$ cat src/rtl/mod_12_pkg.sv
// Shared definitions for the mod-12 counter family: default range, bus width,
// monitor state encoding and the step classes produced by the classifier.
package mod_12_pkg;

    localparam int MAX_DEFAULT = 12;
    localparam int CW_DEFAULT  = 4;

    typedef enum logic [1:0] {
        INIT,
        TRACK,
        FAULT
    } state_e;

    typedef enum logic [2:0] {
        HOLD,
        UP,
        DN,
        WRAP_UP,
        WRAP_DN,
        JUMP,
        ILLEGAL
    } step_class_e;

endpackage

$ cat src/rtl/mod_12_step_classifier.sv
// Combinational classification of a new count sample against the previous one.
// The first matching case wins, so wraps and single steps are never reported as jumps.
module mod_12_step_classifier
    import mod_12_pkg::*;
#(
    parameter int MAX = MAX_DEFAULT,
    parameter int CW  = CW_DEFAULT
) (
    input  logic [CW-1:0] prev_i,
    input  logic [CW-1:0] sample_i,
    output step_class_e   class_o
);

    // One extra bit keeps p+1 and p-1 from overflowing at the range ends.
    localparam logic [CW:0] MAX_EXT = (CW+1)'(MAX);
    localparam logic [CW:0] ONE     = (CW+1)'(1);

    logic [CW:0] p;
    logic [CW:0] s;

    assign p = {1'b0, prev_i};
    assign s = {1'b0, sample_i};

    always_comb begin
        class_o = JUMP;
        if (s > MAX_EXT) begin
            class_o = ILLEGAL;
        end else if (s == p) begin
            class_o = HOLD;
        end else if ((p < MAX_EXT) && (s == p + ONE)) begin
            class_o = UP;
        end else if ((p == MAX_EXT) && (s == '0)) begin
            class_o = WRAP_UP;
        end else if ((p != '0) && (s == p - ONE)) begin
            class_o = DN;
        end else if ((p == '0) && (s == MAX_EXT)) begin
            class_o = WRAP_DN;
        end
    end

endmodule

$ cat src/rtl/mod_12_count_monitor.sv
// Receive-side monitor for the mod-12 up/down counter: decodes steps, wraps,
// loads, stalls and illegal values, and keeps a saturating signed revolution count.
module mod_12_count_monitor
    import mod_12_pkg::*;
#(
    parameter int MAX         = MAX_DEFAULT,
    parameter int CW          = CW_DEFAULT,
    parameter int WRAP_W      = 8,
    parameter int STALL_LIMIT = 15
) (
    input  logic                     clock,
    input  logic                     reset,
    input  logic                     cnt_valid,
    input  logic [CW-1:0]            count,
    input  logic                     clear_err,
    output logic                     dir,
    output logic                     step,
    output logic                     wrap_up,
    output logic                     wrap_dn,
    output logic                     jump,
    output logic                     stall,
    output logic                     err,
    output logic signed [WRAP_W-1:0] revs
);

    localparam int                       SW        = $clog2(STALL_LIMIT + 1);
    localparam logic [SW-1:0]            STALL_MAX = SW'(STALL_LIMIT);
    localparam logic [SW-1:0]            STALL_ONE = SW'(1);
    localparam logic signed [WRAP_W-1:0] REVS_MAX  = {1'b0, {(WRAP_W-1){1'b1}}};
    localparam logic signed [WRAP_W-1:0] REVS_MIN  = {1'b1, {(WRAP_W-1){1'b0}}};
    localparam logic signed [WRAP_W-1:0] REVS_ONE  = WRAP_W'(1);

    state_e                     state_q, state_d;
    logic [CW-1:0]              prev_q, prev_d;
    logic                       dir_q, dir_d;
    logic                       step_q, step_d;
    logic                       wrapUp_q, wrapUp_d;
    logic                       wrapDn_q, wrapDn_d;
    logic                       jump_q, jump_d;
    logic                       stall_q, stall_d;
    logic [SW-1:0]              stallCnt_q, stallCnt_d;
    logic                       err_q, err_d;
    logic signed [WRAP_W-1:0]   revs_q, revs_d;
    step_class_e                stepClass;

    mod_12_step_classifier #(
        .MAX (MAX),
        .CW  (CW)
    ) u_classifier (
        .prev_i   (prev_q),
        .sample_i (count),
        .class_o  (stepClass)
    );

    always_comb begin
        state_d    = state_q;
        prev_d     = prev_q;
        dir_d      = dir_q;
        step_d     = 1'b0;
        wrapUp_d   = 1'b0;
        wrapDn_d   = 1'b0;
        jump_d     = 1'b0;
        stall_d    = stall_q;
        stallCnt_d = stallCnt_q;
        err_d      = err_q;
        revs_d     = revs_q;

        // clear_err discards the sample of its own cycle; dir deliberately survives it.
        if (clear_err) begin
            state_d    = INIT;
            err_d      = 1'b0;
            revs_d     = '0;
            stall_d    = 1'b0;
            stallCnt_d = '0;
        end else if (cnt_valid) begin
            case (state_q)
                INIT: begin
                    if (stepClass == ILLEGAL) begin
                        err_d   = 1'b1;
                        state_d = FAULT;
                    end else begin
                        prev_d  = count;
                        state_d = TRACK;
                    end
                end
                TRACK: begin
                    case (stepClass)
                        ILLEGAL: begin
                            err_d   = 1'b1;
                            state_d = FAULT;
                        end
                        HOLD: begin
                            if (stallCnt_q != STALL_MAX) begin
                                stallCnt_d = stallCnt_q + STALL_ONE;
                            end
                            stall_d = (stallCnt_d == STALL_MAX);
                        end
                        default: begin
                            prev_d     = count;
                            stallCnt_d = '0;
                            stall_d    = 1'b0;
                            case (stepClass)
                                UP: begin
                                    step_d = 1'b1;
                                    dir_d  = 1'b1;
                                end
                                WRAP_UP: begin
                                    step_d   = 1'b1;
                                    wrapUp_d = 1'b1;
                                    dir_d    = 1'b1;
                                    if (revs_q != REVS_MAX) begin
                                        revs_d = revs_q + REVS_ONE;
                                    end
                                end
                                DN: begin
                                    step_d = 1'b1;
                                    dir_d  = 1'b0;
                                end
                                WRAP_DN: begin
                                    step_d   = 1'b1;
                                    wrapDn_d = 1'b1;
                                    dir_d    = 1'b0;
                                    if (revs_q != REVS_MIN) begin
                                        revs_d = revs_q - REVS_ONE;
                                    end
                                end
                                default: begin
                                    jump_d = 1'b1;
                                end
                            endcase
                        end
                    endcase
                end
                FAULT: begin
                end
                default: begin
                    state_d = INIT;
                end
            endcase
        end
    end

    always_ff @(posedge clock) begin
        if (reset) begin
            state_q    <= INIT;
            prev_q     <= '0;
            dir_q      <= 1'b1;
            step_q     <= 1'b0;
            wrapUp_q   <= 1'b0;
            wrapDn_q   <= 1'b0;
            jump_q     <= 1'b0;
            stall_q    <= 1'b0;
            stallCnt_q <= '0;
            err_q      <= 1'b0;
            revs_q     <= '0;
        end else begin
            state_q    <= state_d;
            prev_q     <= prev_d;
            dir_q      <= dir_d;
            step_q     <= step_d;
            wrapUp_q   <= wrapUp_d;
            wrapDn_q   <= wrapDn_d;
            jump_q     <= jump_d;
            stall_q    <= stall_d;
            stallCnt_q <= stallCnt_d;
            err_q      <= err_d;
            revs_q     <= revs_d;
        end
    end

    assign dir     = dir_q;
    assign step    = step_q;
    assign wrap_up = wrapUp_q;
    assign wrap_dn = wrapDn_q;
    assign jump    = jump_q;
    assign stall   = stall_q;
    assign err     = err_q;
    assign revs    = revs_q;

endmodule

$ cat config.mk
export PLATFORM = sky130hd
export DESIGN_NAME = mod_12_count_monitor
export DESIGN_NICKNAME = d
export VERILOG_FILES = /design/src/rtl/mod_12_pkg.sv /design/src/rtl/mod_12_step_classifier.sv /design/src/rtl/mod_12_count_monitor.sv
export SDC_FILE = /design/constraint.sdc
export NUM_CORES = 1
export LEC_CHECK = 0
export ABC_AREA = 1
export CORE_MARGIN = 1
export CORE_UTILIZATION = 55
export DETAILED_ROUTE_END_ITERATION = 10
export HOLD_SLACK_MARGIN = 0.15
export PLACE_DENSITY = 0.8
export SYNTH_ARGS = -nofsm -noshare
export SYNTH_HDL_FRONTEND = slang
export SYNTH_HIERARCHICAL = 1
export SYNTH_SLANG_ARGS = --single-unit
$ cat constraint.sdc
create_clock -name clock -period 5.35 [get_ports clock]
set_input_delay 1.605 -clock clock [delete_from_list [all_inputs] [get_ports clock]]
set_output_delay 1.605 -clock clock [all_outputs]
set_load 0.01 [all_outputs]
Word-level counts from Yosys, hierarchy flattened:

Index checks and enable logic that the tools add are counted.

* bitwise gates (word level): 6
* reduce and logical (&&, ||, !) cells: 25
* add/subtract/negate cells: 5
* equality and inequality tests: 21
* multiplexer cells: 27
* $lt $le $gt $ge: 2

Operators with widths (count)
* $mux 4: 7
* $mux 8: 2
* $ne 8x8->1 const B: 2
* $pmux 4 s2: 2
* $pmux 8 s2: 1
* $mux 3: 5
* $eq 4x4->1 const B: 3
* $eq 4x5->1: 2
* $logic_not 5->1: 2
* $ne 2x2->1 const B: 5
* $reduce_and 5->1: 2
* $reduce_or 2->1: 5
* $reduce_and 3->1: 3
* $add 8x2->8 const B: 1
* $sub 8x2->8 const B: 1
* $eq 3x2->1 const B: 2
* $eq 3x3->1 const B: 2
* $not 1->1: 6
* $pmux 2 s3: 1
* $reduce_and 6->1: 1
* $reduce_bool 2->1: 3
* $reduce_or 6->1: 1
* $add 4x1->5 const B: 1
* $mux 1: 5
* 16 further kinds: 21

* flip-flop bits (word level): 25
* output and inout port bits: 15
* bits of input ports: 8

Depth between registers and ports, before layout:

Gate-level depths: netlist (run 1).

* word-level depth: 15
* mapped depth: 22
* depth with buffers taken out: 22

Modules after synthesis:

The synthesis (run 1) kept the hierarchy.

Modules (own cells, without submodules)
* mod_12_count_monitor: cells an instance 222, area each 1481.4 um^2, seq. area each 500.5 um^2, instances 1
* mod_12_step_classifier: cells an instance 69, area each 335.3 um^2, seq. area each 0.0 um^2, instances 1

Least setup slack after synthesis (run 1):

No wires, ideal clock.

* kind: input to register
* start point: input count[0]
* end point: register revs_q[5], in the netlist revs[5]
* required time: 5.238 ns
* data arrival time: 3.496 ns
* path slack: 1.742 ns
* setup time: 0.112 ns
* stages on the path: 18
* cell sequence: inv_1 nand2_1 nand2_1 nand3_1 nor2_2 nand2_1 o21ai_1 nor2_1 nor2_2 nand2_2 clkinv_2 ha_1 or2_2 nand3b_1 nand2_1 xor2_1 nor2_1 nor2_1

* word-level cells in the longest chain between the ends: 12

Ends and longest elaborated chain
* start, declared: RTL line mod_12_count_monitor.sv:14 `input logic [CW-1:0] count,`
* $eq 4x4->1: RTL line mod_12_step_classifier.sv:36 `end else if ((p == '0) && (s == MAX_EXT)) begin`
* $logic_and 1x1->1: RTL line mod_12_step_classifier.sv:36
* $mux 1: RTL line mod_12_step_classifier.sv:36
* $mux 3: RTL line mod_12_step_classifier.sv:34 `end else if ((p != '0) && (s == p - ONE)) begin`
* $mux 3: RTL line mod_12_step_classifier.sv:32 `end else if ((p == MAX_EXT) && (s == '0)) begin`
* $mux 3: RTL line mod_12_step_classifier.sv:30 `end else if ((p < MAX_EXT) && (s == p + ONE)) begin`
* $mux 3: RTL line mod_12_step_classifier.sv:28 `end else if (s == p) begin`
* $mux 3 *: RTL line mod_12_step_classifier.sv:26 `if (s > MAX_EXT) begin`
* net stepClass[0]: RTL line mod_12_count_monitor.sv:44 `step_class_e stepClass;`
* $eq 3x3->1 or $logic_not 3->1 (tied branches): RTL line mod_12_count_monitor.sv:87 `case (stepClass)`
* $reduce_or 2->1 (no source line)
* $not 1->1 (no source line)
* $reduce_and 6->1 (no source line)
* end signal, assigned: RTL line mod_12_count_monitor.sv:167 `revs_q <= revs_d;`
* end, declared: RTL line mod_12_count_monitor.sv:43 `logic signed [WRAP_W-1:0] revs_q, revs_d;`

Mark *: on every way through the listed nets, which the timed path passes. The rest lies on a longest branch.
A chain may end at the register's enable or synchronous reset.

Worst setup path after layout (run 1):

* start point: input count[2]
* end point: register revs_q[6], in the netlist revs[6]

The elaborated chain is that of the path after synthesis.

==> results of run 1 <==
state kept, by name, indices dropped and copies added (netlist names):
signal / count
prev_q: 4
wrap_dn: 1
stall: 1
dir: 1
state_q: 2
jump: 1
step: 1
err: 1
stallCnt_q: 4
wrap_up: 1
revs: 8
per-layer routing:
layer	global-route usage [%]	routed length, µm	vias up	share of wire (%)
li1	-	-	968	-
met1	28.30	1747	777	47
met2	43.82	1869	30	50
met3	3.493	88	4	2.4
met4	4.762	29	0	0.78
met5	0	0	-	0
worst register-to-register path: stages (launching register included):
cell	delay, ps
sky130_fd_sc_hd__dfxtp_1	490
sky130_fd_sc_hd__inv_2	90
sky130_fd_sc_hd__ha_1	330
sky130_fd_sc_hd__nand2_1	80
sky130_fd_sc_hd__inv_1	40
sky130_fd_sc_hd__nor2_1	120
sky130_fd_sc_hd__nand3_1	100
sky130_fd_sc_hd__nor2_2	120
sky130_fd_sc_hd__a21oi_2	70
sky130_fd_sc_hd__nand2_1	60
sky130_fd_sc_hd__nand2_1	130
sky130_fd_sc_hd__nand2_2	150
sky130_fd_sc_hd__clkinv_2	150
sky130_fd_sc_hd__ha_1	390
sky130_fd_sc_hd__nand2_1	60
sky130_fd_sc_hd__o21ai_0	300
sky130_fd_sc_hd__nand2_1	130
sky130_fd_sc_hd__nand2_1	80
sky130_fd_sc_hd__nand2_1	50
sky130_fd_sc_hd__a21oi_1	130
sky130_fd_sc_hd__nor2_1	60
cell usage after synthesis (4+ instances only):
cell type	n	area, µm²
sky130_fd_sc_hd__ha_1	9	112.6
sky130_fd_sc_hd__nand2_4	4	45.04
sky130_fd_sc_hd__nand2_1	82	307.8
sky130_fd_sc_hd__dfxtp_1	25	500.5
sky130_fd_sc_hd__nor2_1	44	165.2
sky130_fd_sc_hd__inv_1	33	123.9
sky130_fd_sc_hd__o21ai_1	4	20.02
sky130_fd_sc_hd__nand3_1	23	115.1
sky130_fd_sc_hd__nand2_2	9	56.30
sky130_fd_sc_hd__a21oi_1	14	70.07
sky130_fd_sc_hd__o21ai_0	5	25.02
sky130_fd_sc_hd__nor3_1	4	20.02
sky130_fd_sc_hd__inv_2	8	30.03
logic make-up (layout without fill, tap and decap cells):
group                      count (synthesis)  count (layout)
AOI/OAI and AO/OA                         26              26
DFF                                       25              25
buffers and inverters                     43              69
xor gates and xnor gates                   6               6
and+or+nand+nor                          181             181
adders and majority gates                 10              10
metrics by stage:
| stage | setup WS (ps) | hold WS, ps |
|---|---|---|
| 2_1_floorplan | 1742 | 470.0 |
| 3_3_place_gp | 892.0 | 454.6 |
| 3_5_place_dp | 820.4 | 455.0 |
| 4_1_cts | 1160 | 474.8 |
| 5_1_grt | 842.7 | 492.4 |
| 6_report | 1129 | 480.5 |
layout make-up:
type	count	area share (%)
repair buffers	22	10.38
inverters	43	7.665
multi-input cells	223	54.36
clock inverters	1	0.3538
flip-flops and latches	25	23.58
well taps	44	2.594
clock buffers	3	1.061
worst paths after layout:
path                                to
hold / removal      stall$_SDFFE_PP0P_
setup / recovery  revs[6]$_SDFFE_PP0P_
setup reg to reg  revs[6]$_SDFFE_PP0P_
hold reg to reg     stall$_SDFFE_PP0P_
power breakdown:
group	leakage (nW)	internal, W	switching (W)
clock network	0.0139	0.0000286	0.0000599
registers	0.202	0.000190	0.00000526
logic	0.786	0.0000372	0.0000648
total	1.00	0.000256	0.000130
==> impl_metrics.env, run 1 <==
export IMPL_area_growth_pct=16.80
export IMPL_post_layout_nonfiller_instances=361
export IMPL_timing_max_transition_violations_final=0
export IMPL_cp_max_fo=7
export IMPL_cp_common_cell="sky130_fd_sc_hd__nand2_1"
export IMPL_layout_commonest_cell="sky130_fd_sc_hd__nand2_1"
export IMPL_clock_skew_ps=6.527
export IMPL_finalNetCount=336
export IMPL_diodes=0
export IMPL_final_design_utilization_pct=68.39
export IMPL_worstRegToRegCells=20
export IMPL_power_ir_vdd_worst_uv=146.6
export IMPL_timing_max_slew_rel_slack_pct=61.02
export IMPL_worst_skew_pair_late_latency_ps=320
export IMPL_cts_root_to_sink_buffers=2
export IMPL_grt_pass1_wl_um=6403
export IMPL_worstPathRequired_ps=5580
export IMPL_fp_dieW_um=59.48
export IMPL_cts_resized=0
export IMPL_hold_start="stall$_SDFFE_PP0P_"
export IMPL_vias_in_the_first_global_route=1561
export IMPL_placed_cell_area_um2=2092
export IMPL_final_period_utilization_pct=78.90
export IMPL_maxCapViolCount=0
export IMPL_power_density_cell_area_nw_per_um2=181.7
export IMPL_cts_sinks=25
export IMPL_post_synth_and_or_nand_nor_area_fraction_pct=45.18
export IMPL_worstSetupStartpoint="count[2]"
export IMPL_cp_cell_sequence="clkdlybuf4s50_1 -> inv_2 -> nand2_2 -> nand3_1 -> nand2_1 -> nor2_2 -> nand2_1 -> o21ai_1 -> nor2_1 -> nor2_2 -> nand2_2 -> clkinv_2 -> ha_1 -> nand2_1 -> o21ai_0 -> nand2_1 -> nand2_1 -> nand2_1 -> a21oi_1 -> nor2_1"
export IMPL_synth_yosys_warnings=6
export IMPL_layout_min_cycle_time_ps=4221
export IMPL_max_clock_freq_mhz=236.9
export IMPL_postSynthAreaPerCell_um2=6.243
export IMPL_ff2ff_setup_slack_ps=2140
export IMPL_i_o_pin_count=23
export IMPL_placed_cells_incl_taps=357
export IMPL_power_static_leakage_nw=1.003
export IMPL_critical_path_max_stage_delay_ps=590
export IMPL_rsz0062_at_grt="no"
export IMPL_origin_of_the_critical_flop_to_flop_path="prev_q[0]$_SDFFE_PP0P_"
export IMPL_post_cts_setup_buffer_count=0
export IMPL_detail_route_first_pass_iterations=4
export IMPL_synth_xor_xnor_area_share_pct=2.893
export IMPL_grt_util_all_layers_pct=23.55
export IMPL_clock_tree_root_cell="sky130_fd_sc_hd__clkbuf_4"
export IMPL_fillCellCount=311
export IMPL_gr_total_overflow=0
export IMPL_wire_per_inst_um=10.35
export IMPL_synth_adder_area_share_pct=7.300
export IMPL_worst_setup_end_kind="flip-flop"
export IMPL_dominantRegCellSynth="sky130_fd_sc_hd__dfxtp_1"
export IMPL_post_synth_num_cell_types=29
export IMPL_floorplan_rows=20
export IMPL_slowest_stage="sky130_fd_sc_hd__clkdlybuf4s50_1"
export IMPL_finished_layout_cell_area_um2=2122
export IMPL_pin_count_of_the_biggest_net_entering_global_routing=16
export IMPL_compound_cell_area_share_of_the_yosys_netlist_pct=8.127
export IMPL_cts_inserted_buffers=3
export IMPL_synthesis_nets=309
export IMPL_critPathBufInv=3
export IMPL_worst_endpoint_arrival_ps=4450
export IMPL_die_area_um2=3537
export IMPL_detailed_route_via_count=1779
export IMPL_drt_antenna_violating_nets=0
export IMPL_synth_seq_cells=25
export IMPL_postSynthCellCount=291
export IMPL_postRouteWirelength_um=3735
export IMPL_min_delay_path_depth=2
export IMPL_global_placement_routability_congestion=0.8477
export IMPL_crit_path_category="primary input to flip-flop"
export IMPL_path_delay_family="simple AND/OR/NAND/NOR gates"
export IMPL_initial_core_util_pct=58.55
export IMPL_power_total_w=0.0003856
export IMPL_grt_antenna_before_repair=0
export IMPL_layout_drive_gt1_share_pct=11.04
export IMPL_tritoncts="done"
export IMPL_hold_viol_final=0
export IMPL_final_setup_viol_count=0
export IMPL_via_per_inst=4.928
export IMPL_core_um2=3103
export IMPL_cts_htree_levels=1
export IMPL_multi_input_area_um2=1154
export IMPL_hp_class="flip-flop to flip-flop"
export IMPL_final_setup_tns_ps=0
export IMPL_clock_pin_slew_on_the_worst_setup_and_hold_paths_ps=150
export IMPL_layout_cells_most_common_list="82 x sky130_fd_sc_hd__nand2_1, 44 x sky130_fd_sc_hd__nor2_1, 33 x sky130_fd_sc_hd__inv_1"
export IMPL_status="completed"
export IMPL_drc=0
export IMPL_crit_cells=20
export IMPL_total_standard_cell_area_after_synthesis_um2=1817
export IMPL_postCtsHoldBufs=0
export IMPL_place_hpwl_um=3039
export IMPL_critPathLaunchType="primary input"
export IMPL_port_buffers=22
export IMPL_sequential_cell_area_um2=500.5
export IMPL_dr_iter_0_viols=152
export IMPL_synth_top_family_by_area="simple AND/OR/NAND/NOR gates"
export IMPL_synth_enable_flop_cells=0
export IMPL_synth_seq_area_share_pct=27.55
export IMPL_tightest_slew_ps=582.5
export IMPL_dieHeight_um=59.48
export IMPL_async_flop_share_pct=0
export IMPL_synthMuxAreaShare_pct=0
Note: power is estimated with default switching activity, not from simulation.
==> inputs of run 2 (changes only) <==
==> constraint.sdc (replaced) <==
create_clock -name clock -period 4.4 [get_ports clock]
set_input_delay 1.32 -clock clock [delete_from_list [all_inputs] [get_ports clock]]
set_output_delay 1.32 -clock clock [all_outputs]
set_load 0.01 [all_outputs]
==> run 2 against run 1 <==
Critical path depth is the same. Flip-flop and latch count is the same. First-iteration DRC count shrank 9.2%. Cell count is the same. Sequential power grew 22%.
==> impl_metrics.env, run 2 (same netlist as run 1, synthesis figures left out) <==
export IMPL_critical_path_max_stage_delay_ps=590
export IMPL_setup_worst_path_end="revs[6]$_SDFFE_PP0P_"
export IMPL_fillCellCount=322
export IMPL_crit_cells=20
export IMPL_slowest_stage="sky130_fd_sc_hd__clkdlybuf4s50_1"
export IMPL_cp_common_cell="sky130_fd_sc_hd__nand2_1"
export IMPL_layout_commonest_cell="sky130_fd_sc_hd__nand2_1"
export IMPL_dr_iter_0_viols=138
export IMPL_hp_class="flip-flop to flip-flop"
export IMPL_power_switching_w=0.0001571
export IMPL_cts_root_to_sink_buffers=2
export IMPL_final_setup_viol_count=0
export IMPL_cts_resized=0
export IMPL_post_cts_setup_buffer_count=0
export IMPL_power_static_leakage_nw=1.003
export IMPL_final_period_utilization_pct=89.15
export IMPL_clock_pin_slew_on_the_worst_setup_and_hold_paths_ps=140
export IMPL_port_buffers=22
export IMPL_grt_pass1_wl_um=6534
export IMPL_holdWs_ps=474.6
export IMPL_layout_cells_most_common_list="82 x sky130_fd_sc_hd__nand2_1, 44 x sky130_fd_sc_hd__nor2_1, 33 x sky130_fd_sc_hd__inv_1"
export IMPL_cts_sinks=25
export IMPL_worst_endpoint_arrival_ps=4160
export IMPL_detail_route_first_pass_iterations=4
export IMPL_p_seq_share_pct=50.7
export IMPL_timing_max_transition_violations_final=0
export IMPL_timing_max_slew_rel_slack_pct=60.83
export IMPL_grt_antenna_before_repair=0
export IMPL_core_um2=3103
export IMPL_floorplan_rows=20
export IMPL_rsz0062_at_grt="no"
export IMPL_hold_viol_final=0
export IMPL_finalNetCount=336
export IMPL_critPathLaunchType="primary input"
export IMPL_area_growth_pct=16.80
export IMPL_status="completed"
export IMPL_crit_path_category="primary input to flip-flop"
export IMPL_switching_share_pct=33.58
export IMPL_critPathBufInv=3
export IMPL_hold_start="stall$_SDFFE_PP0P_"
export IMPL_worstSetupStartpoint="count[3]"
export IMPL_global_placement_routability_congestion=0.8465
export IMPL_worstRegToRegCells=20
export IMPL_i_o_pin_count=23
export IMPL_diodes=0
export IMPL_cp_max_fo=7
export IMPL_die_area_um2=3537
export IMPL_cts_inserted_buffers=3
export IMPL_gr_total_overflow=0
export IMPL_pwr_share_clk_pct=22.6
export IMPL_layout_min_cycle_time_ps=3923
export IMPL_timing_rr_end="revs[6]$_SDFFE_PP0P_"
export IMPL_max_clock_freq_mhz=254.9
export IMPL_worst_setup_end_kind="flip-flop"
export IMPL_worstPathRequired_ps=4640
export IMPL_via_per_inst=5.022
export IMPL_clock_tree_root_cell="sky130_fd_sc_hd__clkbuf_4"
export IMPL_comb_power_share_pct=26.7
export IMPL_final_setup_tns_ps=0
export IMPL_drt_antenna_violating_nets=0
export IMPL_path_delay_family="simple AND/OR/NAND/NOR gates"
export IMPL_postRouteWirelength_um=3783
export IMPL_finished_layout_cell_area_um2=2122
export IMPL_wire_per_inst_um=10.48
export IMPL_maxCapViolCount=0
export IMPL_pin_count_of_the_biggest_net_entering_global_routing=16
export IMPL_cts_htree_levels=1
export IMPL_worst_skew_pair_late_latency_ps=320
export IMPL_place_hpwl_um=3109
export IMPL_placed_cell_area_um2=2092
export IMPL_origin_of_the_critical_flop_to_flop_path="prev_q[0]$_SDFFE_PP0P_"
export IMPL_layout_drive_gt1_share_pct=11.04
export IMPL_power_ir_vdd_worst_uv=186.4
export IMPL_clock_skew_ps=7.017
export IMPL_tritoncts="done"
export IMPL_ff2ff_setup_slack_ps=1230
export IMPL_initial_core_util_pct=58.55
export IMPL_p_int_w=0.0003107
export IMPL_drc=0
export IMPL_postCtsHoldBufs=0
export IMPL_tightest_slew_ps=585.4
export IMPL_final_design_utilization_pct=68.39
export IMPL_vias_in_the_first_global_route=1595
export IMPL_power_density_cell_area_nw_per_um2=220.4
export IMPL_grt_util_all_layers_pct=23.77
export IMPL_cp_cell_sequence="clkdlybuf4s50_1 -> inv_2 -> nand2_2 -> nand2_4 -> nand2_2 -> nand2_2 -> nand2_1 -> o21ai_1 -> nor2_1 -> nor2_2 -> nand2_2 -> clkinv_2 -> ha_1 -> nand2_1 -> o21ai_0 -> nand2_1 -> nand2_1 -> nand2_1 -> a21oi_1 -> nor2_1"
export IMPL_detailed_route_via_count=1813
export IMPL_dieHeight_um=59.48
export IMPL_fp_dieW_um=59.48
export IMPL_largest_register_ff_count=8
-- run 2: power by group through the flow --
stage / registers [W] / logic, W / clock network [W]
2_1_floorplan: 0.000241 / 0.0000944 / 0
3_3_place_gp: 0.000242 / 0.000121 / 0
3_5_place_dp: 0.000242 / 0.000124 / 0
4_1_cts: 0.000237 / 0.000124 / 0.000110
5_1_grt: 0.000238 / 0.000142 / 0.000118
6_report: 0.000237 / 0.000125 / 0.000106
-- run 2: final cells by class --
cell class | instances | area, µm² | share of cell area, %
multi-input cells | 223 | 1154 | 54.36
flip-flops and latches | 25 | 500.5 | 23.58
repair buffers | 22 | 220.2 | 10.38
inverters | 43 | 162.7 | 7.665
well taps | 44 | 55.05 | 2.594
clock buffers | 3 | 22.52 | 1.061
clock inverters | 1 | 7.507 | 0.3538
-- run 2: worst min-delay path by stage --
stage / endpoint / cells past startpoint / slack, ps
6_report: stall$_SDFFE_PP0P_ / 2 / 470
3_3_place_gp: stall$_SDFFE_PP0P_ / 2 / 450
4_1_cts: stall$_SDFFE_PP0P_ / 2 / 470
5_1_grt: stall$_SDFFE_PP0P_ / 2 / 490
3_5_place_dp: stall$_SDFFE_PP0P_ / 2 / 450
2_1_floorplan: state_q[0]$_SDFFE_PP0P_ / 2 / 470
-- run 2: layer usage --
layer | track usage, % | up-vias | routed length [µm]
met5 | 0 | - | 0
met4 | 4.082 | 0 | 29
met3 | 2.620 | 4 | 80
met2 | 45.10 | 26 | 1893
met1 | 28.67 | 819 | 1780
li1 | - | 964 | -
-- run 2: worst reg2reg max path, cell delays in order (launching register included) --
cell and delay (ps):
sky130_fd_sc_hd__dfxtp_1 490, sky130_fd_sc_hd__inv_2 90, sky130_fd_sc_hd__ha_1 320, sky130_fd_sc_hd__nand2_1 70
sky130_fd_sc_hd__inv_1 30, sky130_fd_sc_hd__nor2_1 120, sky130_fd_sc_hd__nand3_1 100, sky130_fd_sc_hd__nor2_2 120
sky130_fd_sc_hd__a21oi_2 70, sky130_fd_sc_hd__nand2_1 60, sky130_fd_sc_hd__nand2_1 120, sky130_fd_sc_hd__nand2_2 150
sky130_fd_sc_hd__clkinv_2 160, sky130_fd_sc_hd__ha_1 380, sky130_fd_sc_hd__nand2_1 60, sky130_fd_sc_hd__o21ai_0 310
sky130_fd_sc_hd__nand2_1 130, sky130_fd_sc_hd__nand2_1 80, sky130_fd_sc_hd__nand2_1 40, sky130_fd_sc_hd__a21oi_1 120
sky130_fd_sc_hd__nor2_1 50
-- run 2: per-stage QoR --
stage                     total power (W)  setup slack, ps  cells
final                           0.0004678            477.4    361
after floorplan                 0.0003350             1077    291
after global routing            0.0004977            145.7    361
after CTS                       0.0004719            525.8    361
after global placement          0.0003632            226.1    357
after detailed placement        0.0003662            172.4    357
==> variant (settings of run 1) <==
Re-encode `state_e` (3 states) as one-hot, 3 bits wide.
--- a/src/rtl/mod_12_pkg.sv
+++ b/src/rtl/mod_12_pkg.sv
@@ -5,10 +5,10 @@
     localparam int MAX_DEFAULT = 12;
     localparam int CW_DEFAULT  = 4;
 
-    typedef enum logic [1:0] {
-        INIT,
-        TRACK,
-        FAULT
+    typedef enum logic [2:0] {
+        INIT  = 3'b001,
+        TRACK = 3'b010,
+        FAULT = 3'b100
     } state_e;
 
     typedef enum logic [2:0] {
Function: no difference found for any inputs over 4 cycles, from zero or initial values and one cycle with reset high; so few cycles prove little.
==> variant against run 1 <==
  * Via count is 5.3% higher
  * Largest cell class unchanged
  * Worst setup slack better by 0.099 ns
  * Combinational power is 7% lower
  * Area after synthesis is 2.0% higher
  * Routed wire length is 2.4% higher
  * Die area is 1.9% higher
  * Design area is 2.8% higher
  * Critical path depth is 1 lower
  * Clock power is 53% higher
  * Count of clock-buffer cells in the layout stayed put
  * Sequential cell count is 1 higher
  * Power is 12% higher
  * Non-clock buffer count stayed put
  * Synthesized cell count is 2.7% higher
==> variant: results (changes against run 1) <==
\begin{tabular}{lr}
\hline
Metric & Value \\
\hline
\multicolumn{2}{l}{\textbf{Placement}} \\
\quad Post-DP Area & 2130 sq um (was 2090 sq um) \\
\quad Final HPWL DP & 3010 microns (was 3040 microns) \\
\quad Weighted congestion at the end of routability-driven global placement & 0.927 (was 0.848) \\
\multicolumn{2}{l}{\textbf{Outcome}} \\
\quad Status & finished clean (unchanged) \\
\multicolumn{2}{l}{\textbf{Critical path}} \\
\quad Internal reg-to-reg setup slack & 2.23 ns (was 2.14 ns) \\
\quad Worst setup path endpoint & revs[5]\$\_SDFFE\_PP0P\_ (was revs[6]\$\_SDFFE\_PP0P\_) \\
\quad Data arrival time of the worst path & 4.36 ns (was 4.45 ns) \\
\quad FF-to-FF End & revs[5]\$\_SDFFE\_PP0P\_ (was revs[6]\$\_SDFFE\_PP0P\_) \\
\quad Maximum net fanout on the critical path & 9 (was 7) \\
\quad Worst-path cell with the longest stage delay & sky130\_fd\_sc\_hd\_\_clkdlybuf4s50\_1 (unchanged) \\
\multicolumn{2}{l}{\textbf{Synthesis}} \\
\quad Sequential element share of the synthesized area & 28.1\% (was 27.5\%) \\
\quad Cell accounting for the most synthesized area & sky130\_fd\_sc\_hd\_\_dfxtp\_1 (unchanged) \\
\quad Cell types occupying the most area after synthesis & sky130\_fd\_sc\_hd\_\_dfxtp\_1 (28\%), sky130\_fd\_sc\_hd\_\_nand2\_1 (17\%), sky130\_fd\_sc\_hd\_\_nor2\_1 (9.1\%) (unchanged) \\
\quad Post-synth net total & 317 (was 309) \\
\multicolumn{2}{l}{\textbf{Detailed routing}} \\
\quad First DRT Iteration DRCs & 109 (was 152) \\
\quad Routed via count & 1873 (was 1779) \\
\quad Sum of routed wire length over all layers & 3830 microns (was 3740 microns) \\
\multicolumn{2}{l}{\textbf{Finish}} \\
\quad Final Net Count & 344 (was 336) \\
\quad Fill cells & 295 (was 311) \\
\quad Fraction of layout instances using a drive strength above 1 & 9.54\% (was 11.0\%) \\
\multicolumn{2}{l}{\textbf{STA}} \\
\quad Clock tree skew after final layout & 0.00426 ns (was 0.00653 ns) \\
\quad Transition time at the pin with the least slew margin & 0.283 ns (was 0.582 ns) \\
\multicolumn{2}{l}{\textbf{Min path}} \\
\quad Beginning of the worst hold path & err\$\_SDFFE\_PP0P\_ (was stall\$\_SDFFE\_PP0P\_) \\
\multicolumn{2}{l}{\textbf{Power}} \\
\quad Peak supply drop & 0.144 mV (was 0.147 mV) \\
\quad Leakage power & 1.01 nW (was 1.00 nW) \\
\multicolumn{2}{l}{\textbf{GRT}} \\
\quad Maximum number of pins on one net before global-route repair & 16 (unchanged) \\
\quad Vias in the first global route & 1552 (was 1561) \\
\quad Wire length of the first global-routing pass & 6290 microns (was 6400 microns) \\
\quad Total Routing Usage GR & 22.7\% (was 23.5\%) \\
\hline
\end{tabular}
variant: where the power goes:
part | switching, mW | internal (mW)
registers | 0.00422 | 0.197
clock network | 0.0595 | 0.0757
logic | 0.0608 | 0.0345
variant: logic make-up after synthesis:
family	Yosys count	share of synthesized area, %
buffers and inverters	43	8.78
flip-flops	26	28.1
AND/OR/NAND/NOR	183	43.7
adder cells (fa/ha/maj)	10	7.16
AO/OA/AOI/OAI	31	9.45
XOR/XNOR	6	2.84
variant: area by class of cell:
type	count	area (sq um)	share of cell area, %
multi-input combinational	230	1170	53.6
sequential	26	520	23.9
timing repair buffer	22	220	10.1
inverter	43	163	7.46
tap	44	55.1	2.52
clock inverter	1	30.0	1.38
clock buffer	3	22.5	1.03
variant: worst register-to-register path: stages, from the launching register on:
cell	delay (ns)
sky130_fd_sc_hd__dfxtp_1	0.47
sky130_fd_sc_hd__inv_2	0.08
sky130_fd_sc_hd__ha_1	0.31
sky130_fd_sc_hd__nand2_1	0.07
sky130_fd_sc_hd__inv_1	0.04
sky130_fd_sc_hd__nor2_1	0.13
sky130_fd_sc_hd__nand3_1	0.10
sky130_fd_sc_hd__nor2_2	0.12
sky130_fd_sc_hd__nand2_1	0.06
sky130_fd_sc_hd__o21ai_1	0.08
sky130_fd_sc_hd__nor2_1	0.09
sky130_fd_sc_hd__nor2_2	0.20
sky130_fd_sc_hd__nand2_2	0.12
sky130_fd_sc_hd__clkinv_2	0.14
sky130_fd_sc_hd__ha_1	0.29
sky130_fd_sc_hd__or2_2	0.31
sky130_fd_sc_hd__nand3b_1	0.09
sky130_fd_sc_hd__nand2_1	0.07
sky130_fd_sc_hd__xor2_1	0.14
sky130_fd_sc_hd__nor2_1	0.08
sky130_fd_sc_hd__nor2_1	0.04
variant: worst min path at each step:
stage                                    to  slack (ns)  depth (start not counted)
global placement           err$_SDFFE_PP0P_        0.44                          2
floorplan           state_q[2]$_SDFFE_PP0P_        0.45                          2
finish                     err$_SDFFE_PP0P_        0.47                          2
detailed placement         err$_SDFFE_PP0P_        0.45                          2
global route               err$_SDFFE_PP0P_        0.50                          2
CTS                        err$_SDFFE_PP0P_        0.47                          2
variant: through the flow:
stage                     cells  worst slack [ns]
final                       369              1.23
after global routing        369             0.993
after CTS                   369              1.26
after detailed placement    365             0.917
after global placement      365             0.904
after floorplan             299              1.74
variant: metal layers:
| layer | up-vias | part of all wire [%] | global-route usage (%) |
|---|---|---|---|
| met2 | 48 | 44 | 36.5 |
| met4 | 0 | 0.55 | 4.65 |
| met5 | - | 0 | 0 |
| li1 | 1004 | - | - |
| met1 | 819 | 51 | 32.1 |
| met3 | 2 | 4.4 | 3.25 |
